`src/rtl/decade_timer_ctrl_if.sv`:
```
// Command/status bundle between the user-side controller and the decade timer.
// The master drives run/pause/clear commands and the terminal value; the slave reports count and status.
interface decade_timer_ctrl_if #(
    parameter int DIGITS = 2
);
    logic                  start;
    logic                  stop;
    logic                  clear;
    logic [4*DIGITS-1:0]   limit;
    logic [4*DIGITS-1:0]   count;
    logic [1:0]            state;
    logic                  busy;
    logic                  done;
    logic                  wrap;

    modport master (
        output start, stop, clear, limit,
        input  count, state, busy, done, wrap
    );

    modport slave (
        input  start, stop, clear, limit,
        output count, state, busy, done, wrap
    );
endinterface

```
`src/rtl/decade_timer_ctrl.sv`:
```
// Start/stop/clear sequencer for a chain of synchronous BCD digit counters,
// with a clock prescaler and a latched terminal value that raises a done pulse.
module decade_timer_ctrl #(
    parameter int DIGITS   = 2,
    parameter int TICK_DIV = 4
) (
    input  logic                clk,
    input  logic                reset,
    decade_timer_ctrl_if.slave  bus
);
    localparam int W  = 4 * DIGITS;
    localparam int PW = (TICK_DIV > 1) ? $clog2(TICK_DIV) : 1;
    localparam logic [PW-1:0] PRESC_LAST = PW'(TICK_DIV - 1);

    typedef enum logic [1:0] {
        IDLE  = 2'b00,
        RUN   = 2'b01,
        PAUSE = 2'b10,
        DONE  = 2'b11
    } state_t;

    state_t         state_q;
    logic [W-1:0]   count_q;
    logic [W-1:0]   limit_q;
    logic [PW-1:0]  presc_q;
    logic           busy_q;
    logic           done_q;
    logic           wrap_q;

    logic [W-1:0]   count_d;
    logic           carry;
    logic           all_nines;
    logic           tick;

    // Ripple-free BCD increment: a digit advances only while every lower digit is 9.
    always_comb begin
        // NOTE: every output of this block gets a default first, so no path can infer a latch.
        count_d = count_q;
        carry   = 1'b1;
        for (int i = 0; i < DIGITS; i++) begin
            if (carry) begin
                if (count_q[4*i +: 4] == 4'd9) begin
                    count_d[4*i +: 4] = 4'd0;
                end else begin
                    count_d[4*i +: 4] = count_q[4*i +: 4] + 4'd1;
                    carry             = 1'b0;
                end
            end
        end
        // A carry out of the top digit means the whole chain was all 9s.
        all_nines = carry;
    end

    assign tick = (state_q == RUN) && (presc_q == PRESC_LAST) && !bus.clear && !bus.stop;

    // NOTE: reset is in the sensitivity list so it takes effect without waiting for clk.
    always_ff @(posedge clk or posedge reset) begin
        if (reset) begin
            state_q <= IDLE;
            count_q <= '0;
            limit_q <= '0;
            presc_q <= '0;
            busy_q  <= 1'b0;
            done_q  <= 1'b0;
            wrap_q  <= 1'b0;
        end else begin
            // NOTE: non-blocking assignments so every register samples pre-edge values.
            done_q <= 1'b0;
            wrap_q <= 1'b0;
            unique case (state_q)
                IDLE: begin
                    if (bus.clear) begin
                        count_q <= '0;
                    end else if (!bus.stop && bus.start) begin
                        limit_q <= bus.limit;
                        presc_q <= '0;
                        state_q <= RUN;
                        busy_q  <= 1'b1;
                    end
                end
                RUN: begin
                    if (bus.clear) begin
                        count_q <= '0;
                        presc_q <= '0;
                        state_q <= IDLE;
                        busy_q  <= 1'b0;
                    end else if (bus.stop) begin
                        state_q <= PAUSE;
                        busy_q  <= 1'b0;
                    end else if (tick) begin
                        presc_q <= '0;
                        count_q <= count_d;
                        wrap_q  <= all_nines;
                        // Match only on the post-increment value; a limit with a non-BCD digit never hits.
                        if (count_d == limit_q) begin
                            state_q <= DONE;
                            busy_q  <= 1'b0;
                            done_q  <= 1'b1;
                        end
                    end else begin
                        presc_q <= presc_q + PW'(1);
                    end
                end
                PAUSE: begin
                    if (bus.clear) begin
                        count_q <= '0;
                        presc_q <= '0;
                        state_q <= IDLE;
                    end else if (!bus.stop && bus.start) begin
                        state_q <= RUN;
                        busy_q  <= 1'b1;
                    end
                end
                DONE: begin
                    if (bus.clear) begin
                        count_q <= '0;
                        presc_q <= '0;
                        state_q <= IDLE;
                    end else if (!bus.stop && bus.start) begin
                        count_q <= '0;
                        presc_q <= '0;
                        limit_q <= bus.limit;
                        state_q <= RUN;
                        busy_q  <= 1'b1;
                    end
                end
                default: state_q <= IDLE;
            endcase
        end
    end

    assign bus.count = count_q;
    assign bus.state = state_q;
    assign bus.busy  = busy_q;
    assign bus.done  = done_q;
    assign bus.wrap  = wrap_q;
endmodule
```
`src/flat_wrapper.sv`:
```
// flat-port wrapper written by rule: the top's interface ports become plain ports
module decade_timer_ctrl_flat 
#(
    parameter int DIGITS   = 2,
    parameter int TICK_DIV = 4
)
  (clk, reset, bus_start, bus_stop, bus_clear, bus_limit, bus_count, bus_state, bus_busy, bus_done, bus_wrap);
  decade_timer_ctrl_if #(.DIGITS(DIGITS)) bus_i ();
  input  logic clk;
  input  logic reset;
  input wire logic [$bits(bus_i.start)-1:0] bus_start;
  input wire logic [$bits(bus_i.stop)-1:0] bus_stop;
  input wire logic [$bits(bus_i.clear)-1:0] bus_clear;
  input wire logic [$bits(bus_i.limit)-1:0] bus_limit;
  output wire logic [$bits(bus_i.count)-1:0] bus_count;
  output wire logic [$bits(bus_i.state)-1:0] bus_state;
  output wire logic [$bits(bus_i.busy)-1:0] bus_busy;
  output wire logic [$bits(bus_i.done)-1:0] bus_done;
  output wire logic [$bits(bus_i.wrap)-1:0] bus_wrap;
  assign bus_i.start = bus_start;
  assign bus_i.stop = bus_stop;
  assign bus_i.clear = bus_clear;
  assign bus_i.limit = bus_limit;
  assign bus_count = bus_i.count;
  assign bus_state = bus_i.state;
  assign bus_busy = bus_i.busy;
  assign bus_done = bus_i.done;
  assign bus_wrap = bus_i.wrap;
  decade_timer_ctrl #(.DIGITS(DIGITS), .TICK_DIV(TICK_DIV)) u_core (.clk(clk), .reset(reset), .bus(bus_i));
endmodule
```
`config.mk`:
```
export PLATFORM = sky130hd
export DESIGN_NAME = decade_timer_ctrl_flat
export DESIGN_NICKNAME = d
export VERILOG_FILES = /design/src/rtl/decade_timer_ctrl_if.sv /design/src/rtl/decade_timer_ctrl.sv /design/src/flat_wrapper.sv
export SDC_FILE = /design/constraint.sdc
export NUM_CORES = 1
export LEC_CHECK = 0
export BUFFER_PORTS_ARGS = -buffer_cell sky130_fd_sc_hd__buf_2
export CAP_MARGIN = 20
export CORE_MARGIN = 2
export CORE_UTILIZATION = 40
export CTS_BUF_LIST = sky130_fd_sc_hd__clkbuf_8
export DETAILED_ROUTE_END_ITERATION = 8
export PLACE_DENSITY = 0.6
export SYNTH_ARGS = -nofsm -noshare
export SYNTH_HDL_FRONTEND = slang
export SYNTH_SLANG_ARGS = --single-unit
export TNS_END_PERCENT = 30
```
`constraint.sdc`:
```
create_clock -name clk -period 4.1 [get_ports clk]
set_input_delay 0.615 -clock clk [delete_from_list [all_inputs] [get_ports clk]]
set_output_delay 0.615 -clock clk [all_outputs]
set_load 0.01 [all_outputs]
```
==> results of run 1 <==
worst max-delay path: stages, from the launching register on:
cell and delay [ns]:
dfrtp_1 0.49, and4bb_1 0.63, a21oi_1 0.18, nor3_2 0.18
o2111ai_1 0.24, or3_1 0.42, a221oi_1 0.27
per-layer routing:
metal,GRT usage [%],wire length [um],up-vias
met2,26.3,1590,43
met3,2.03,167,4
met4,4.59,31,0
met1,25.8,1720,632
li1,-,-,667
met5,0,0,-
Yosys cell counts, drive strengths merged, types with 3 or more instances:
cell    number  area, um2
o21a         3       22.5
ha           8        100
or3          4       25.0
a21boi       3       22.5
mux2         8       90.1
a21oi       13       65.1
buf          4       35.0
nor2        14       52.6
dfrtp       23        576
xnor2        3       26.3
nand2b       8       50.1
mux2i        4       40.0
o21ai       11       58.8
nor3         8       50.1
nor2b        3       18.8
o31ai        3       27.5
inv          7       26.3
nand2       17       63.8
worst max-delay path by stage:
stage,from,end
floorplan,u_core.bus.count[4]$_DFFE_PP0P_,u_core.bus.busy$_DFFE_PP0P_
global placement,u_core.bus.count[2]$_DFFE_PP0P_,u_core.bus.busy$_DFFE_PP0P_
detailed placement,u_core.bus.count[2]$_DFFE_PP0P_,u_core.bus.busy$_DFFE_PP0P_
CTS,u_core.bus.count[2]$_DFFE_PP0P_,u_core.bus.busy$_DFFE_PP0P_
global route,u_core.bus.count[0]$_DFFE_PP0P_,u_core.bus.busy$_DFFE_PP0P_
finish,u_core.bus.count[2]$_DFFE_PP0P_,u_core.bus.busy$_DFFE_PP0P_
flip-flops by register name (all words and copies together), names as in the netlist:
name              count
u_core.bus.count      8
u_core.limit_q        8
u_core.bus.state      2
u_core.presc_q        2
u_core.bus.busy       1
u_core.bus.done       1
u_core.bus.wrap       1
power by group:
group,switching [mW],internal (mW),total (mW)
clock network,0.0762,0.0679,0.144
registers,0.0569,0.283,0.340
logic,0.175,0.151,0.326
total,0.308,0.502,0.810
per-stage QoR:
step	cells	power [mW]	setup WS, ns	util (%)
CTS	244	0.816	1.59	47.3
global placement	240	0.663	1.69	46.1
floorplan	173	0.590	1.92	-
detailed placement	240	0.673	1.63	46.1
global route	244	0.880	1.36	47.3
finish	244	0.810	1.59	47.3
kinds of logic (layout without fill, tap and decap cells):
family / count (synthesis) / in the layout / share of synthesized area, %
compound gates: 45 / 45 / 19.3
simple gates: 68 / 68 / 23.2
buf+inv: 13 / 36 / 4.35
fa+ha+maj: 8 / 8 / 6.33
flops: 23 / 23 / 36.4
mux: 12 / 12 / 8.23
xor+xnor: 4 / 4 / 2.22
layout by cell type (no fill, tap or decap), drive strengths merged, types with 2 or more instances in the layout:
master  netlist  routed
o31ai         3       3
or2           2       2
nor2b         3       3
or3           4       4
xnor2         3       3
a221oi        2       2
a31oi         2       2
clkbuf        2       3
nor4          2       2
o21a          3       3
inv           7       7
mux2i         4       4
mux2          8       8
o21ai        11      11
and3          2       2
nor3          8       8
a21boi        3       3
nand2b        8       8
buf           4      25
and3b         2       2
ha            8       8
dfrtp        23      23
a21oi        13      13
nand3         2       2
nor2         14      14
nand2        17      17
final cells by class:
class                           count  area, um2
Inverter                            7       26.3
Tap cell                           48       60.1
Clock inverter                      1       5.00
Multi-Input combinational cell    137        937
Timing Repair Buffer               25        125
Sequential cell                    23        576
Clock buffer                        3       41.3
Fill cell                         393       1970
==> metrics.txt, run 1 <==
vias roughly 1300; Max FO, Critical Path 13; die area between 4000 and 5000 um2; Routed WL between 3000 and 4000 um; Power Dens Cells between 400 and 500 nW/um2; Layout area overhead 11.9%; crit start category flip-flop; Worst Reg-to-Reg Cells 6; H-tree levels 1; Clock Latency Late Sink roughly 0.27 ns; Die H 66.9 um; register area share after synthesis roughly 36%; hold_buf cts 0; Critical Path AT around 2.7 ns; #FFs+latches synth 23; VDD IR max between 200 and 300 uV; normalized max-slew margin 41.6%; Detail Route Antenna Nets 0; dpl cell area approximately 1700 um2; Total GRT Usage 17.3%; cts repair resizes 0; Max Cap Viol 0; CTS Buf Count 3; Synth Area per Inst slightly above 9 um2; Mapped Nets 194; Root Driver clkbuf_8; initial antenna violation count 0; Ant. Diodes 0; post-synth cell types 49; share of post-route cells with drive strength above 1 between 20% and 30%; post-CTS setup buffer count 0; PortBufs 25; Post-synth EDFFs 0; die width 66.9 um; RR Startpoint u_core.bus.count[2]$_DFFE_PP0P_; fmax about 0.40 GHz; Final GP Congestion roughly 0.91; setup slack, reg-to-reg roughly 1.6 ns; final instance area 1770 um2; num rows 22; minimum clock period after layout 2.51 ns; Ports 26; Final period util about 61%; Top FF cell, synth dfrtp_1; first-pass GRT wire length about 6000 um; CTS sink cnt 23; dpl hpwl about 2700 um; status finished clean; DR iter-0 viols 81; Worst setup EP type flip-flop; Setup violations, final 0; Starting Density around 42%; WL per Instance 14.4 um; largest net degree at the start of global routing 24; cells after synthesis 173; R2R Path End u_core.bus.busy$_DFFE_PP0P_; Final Hold Fails 0; Synth Cell Area 1580 um2; RSZ-0062 raised after global routing false; Worst-path clk slew about 0.090 ns; CTS tree done; Worst-Margin Slew 0.874 ns; Hold WS roughly 0.52 ns; drt via density 5.52; Final #Nets 218; Ys Warns 0; Post-route DRC 0; Core ar. 3740 um2; Pre-Repair DR Iteration Count 4; crit path kind flip-flop to flip-flop; worst min path class input port to async pin; Final TNS setup 0 ns; FFs w/ async S/R, synth 100%; Req. time, crit path roughly 4.3 ns; Clock Skew between 0.003 and 0.004 ns; vias in the first global route roughly 1200; GRT overflow 0; Pleak a little under 0.8 nW; CTS max path bufs 2; max-slew violation count 0
Note: power is estimated with default switching activity, not from simulation.
==> inputs of run 2 (changes only) <==
- ABC_AREA: default -> 1
- clock period: 4.1 -> 2.6 ns (I/O delays scaled with it)
==> metrics.txt, run 2 <==
vias in the first global route 1229 (+2.8%); Seq pwr share 41.2% (-0.8 points); Worst setup EP type flip-flop; share of post-route cells with drive strength above 1 29.8% (+6.3 points); commonest cells in the synthesized netlist nand2_1 (50), dfrtp_1 (23), inv_1 (18); most common cell after layout, fill and taps aside nand2_1; CTS Buf Count 3 (unchanged); worst min path class input port to async pin; Pre-Repair DR Iteration Count 4 (unchanged); Clock Latency Late Sink 0.28 ns (about the same); Design Power 1.37 mW (+70%); minimum clock period after layout 2.00 ns (-0.513 ns); fmax 0.500 GHz (+26%); Synth Cell Area 1520 um2 (-4.2%); dpl cell area 1680 um2 (-2.3%); cts repair resizes 0 (unchanged); Ports 26 (unchanged); slowest CP cell dfrtp_1; Crit path max-delay family simple AND/OR/NAND/NOR gates; Final #Nets 237 (+8.7%); Crit path buffers/inverters 2 (+2); Max FO, Critical Path 9 (-4); Die H 65.5 um (-2.0%); Starting Density 41.4% (-0.86 points); Combinational Power Share 42.2% (+2.0 points); Final period util 76.9% (+16 points); CTS sink cnt 23 (unchanged); register area share after synthesis 38.0% (+1.6 points); final instance area 1730 um2 (-2.3%); largest net degree at the start of global routing 24 (unchanged); Req. time, crit path 2.79 ns (-1.48 ns); post-CTS setup buffer count 0 (unchanged); Root Driver clkbuf_8; normalized max-slew margin 42.1% (+0.41 points); crit start category flip-flop; crit path kind flip-flop to flip-flop; final core utilization 47.2% (-0.061 points); Top FF cell, synth dfrtp_1; Synth Area per Inst 8.06 um2 (-12%); die width 65.5 um (-2.0%); max-slew violation count 0 (unchanged); Worst-path clk slew 0.09 ns (about the same); clock power share 16.6% (-1.2 points); Synth top area share 38.0% (+1.6 points); PortBufs 25 (unchanged); Cell Chain, Critical Path inv_1 -> ha_1 -> nand2_4 -> nor2_4 -> nand2_2 -> nand2_2 -> inv_2 -> a21oi_4 -> nand3_2 -> mux2i_1; initial antenna violation count 0 (unchanged); Layout area overhead 14.1%; Final Hold Fails 0 (unchanged); cells after synthesis 188 (+8.7%); Internal 0.803 mW (+60%); commonest non-fill, non-tap cells in the layout nand2_1 (50), buf_2 (25), dfrtp_1 (23); Pleak 0.919 nW (+17%); Final GP Congestion 0.878 (-3.4%); P_sw 0.571 mW (+85%); CTS max path bufs 2 (unchanged); FFs w/ async S/R, synth 100% (unchanged); VDD IR max 449 uV (+51%); H-tree levels 1 (unchanged); Max Cap Viol 0 (unchanged); CP most frequent cell nand2_2; switch share 41.6% (+3.5 points); Ys Warns 0 (unchanged); slowest stage delay, CP 0.44 ns (-0.19 ns); Worst-Margin Slew 0.868 ns (-0.00617 ns); Critical Path AT 2.19 ns (-0.49 ns); CTS tree done; hold_buf cts 0 (unchanged); GRT overflow 0 (unchanged); Final TNS setup 0 ns (unchanged); Mapped Nets 209 (+7.7%); drt via density 4.92 (-11%); Total GRT Usage 17.2% (-0.12 points); status finished clean; vias 1295 (-3.8%); largest area contributor in the netlist dfrtp_1; RSZ-0062 raised after global routing false; Post-synth EDFFs 0 (unchanged); Synth area leaders dfrtp_1 (38%), nand2_1 (12%), ha_1 (6.6%), nand2_2 (4.5%), inv_1 (4.5%); DR iter-0 viols 31 (-62%); first-pass GRT wire length 5530 um (-6.4%); Ant. Diodes 0 (unchanged); num rows 22 (unchanged); setup slack, reg-to-reg 0.60 ns (-0.99 ns); count leader, synth nand2_1; Detail Route Antenna Nets 0 (unchanged); Core ar. 3660 um2 (-2.2%); Post-route DRC 0 (unchanged); #FFs+latches synth 23 (unchanged); Power Dens Cells 795 nW/um2 (+74%); Routed WL 3170 um (-9.9%); WL per Instance 12.0 um (-16%); post-synth cell types 32 (-35%); Clock Skew 0.00815 ns (+0.00466 ns); Setup violations, final 0 (unchanged); dpl hpwl 2440 um (-9.2%); die area 4300 um2 (-4.0%)
## run 2: changes by cell type in the layout (fill, tap and decap cells not counted), moves of 7 or more
cell | before | now
a21oi_1 | 13 | 5
inv_1 | 7 | 19
nand2_1 | 17 | 50
nand2_2 | 0 | 11
nand2b_1 | 8 | 0
nand3_1 | 2 | 10
o21ai_0 | 8 | 1
o22ai_1 | 1 | 8
## run 2: cell families after synthesis
kind of cell / after synthesis / share of synthesized area (%)
muxes: 5 / 3.63
DFF: 23 / 38.0
buffers and inverters: 28 / 7.84
and+or+nand+nor: 102 / 33.5
xor gates and xnor gates: 1 / 0.578
adders and majority gates: 8 / 6.61
AOI/OAI and AO/OA: 21 / 9.83
## run 2: power groups by stage
stage          Sequential, mW  Combinational, mW  Clock [mW]
4_1_cts                 0.567              0.585       0.235
5_1_grt                 0.584              0.672       0.248
3_3_place_gp            0.570              0.582           0
3_5_place_dp            0.574              0.583           0
6_report                0.567              0.579       0.228
2_1_floorplan           0.542              0.476           0
## run 2: path summary, 6_finish.rpt
path / startpoint / end / cells past startpoint
worst min register to register: u_core.presc_q[1]$_DFFE_PP0P_ / u_core.presc_q[1]$_DFFE_PP0P_ / 1
worst max-delay path: u_core.bus.state[1]$_DFFE_PP0P_ / u_core.bus.count[0]$_DFFE_PP0P_ / 10
worst max register to register: u_core.bus.state[1]$_DFFE_PP0P_ / u_core.bus.count[0]$_DFFE_PP0P_ / 10
worst min-delay path: reset / u_core.bus.wrap$_DFF_PP0_ / 2
max in group asynchronous: reset / u_core.limit_q[4]$_DFFE_PP0P_ / 2
min in group clk: bus_limit[6] / u_core.limit_q[6]$_DFFE_PP0P_ / 2
## run 2: cell type report
type,count,area [um2]
fillers,385,1930
well taps,48,60.1
flip-flops and latches,23,576
clock buffers,3,41.3
repair buffers,25,125
multi-input cells,137,821
clock inverters,1,3.75
inverters,26,103
## run 2: per-stage QoR
stage | instances | hold WS, ns | worst slack (ns)
after detailed placement | 259 | 0.495 | 0.653
final | 263 | 0.279 | 0.601
after CTS | 263 | 0.325 | 0.610
after floorplan | 188 | 0.392 | 0.926
after global placement | 259 | 0.463 | 0.641
after global routing | 263 | 0.337 | 0.375
## run 2: routing by layer
metal  track usage, %  vias to the layer above  wire length (um)  share of wire (%)
met2             28.3                       17              1480                 47
met1             22.8                      608              1550                 49
li1                 -                      665                 -                  -
met5                0                        -                 0                  0
met4             7.03                        0                60                1.9
met3             2.05                        5                74                2.3
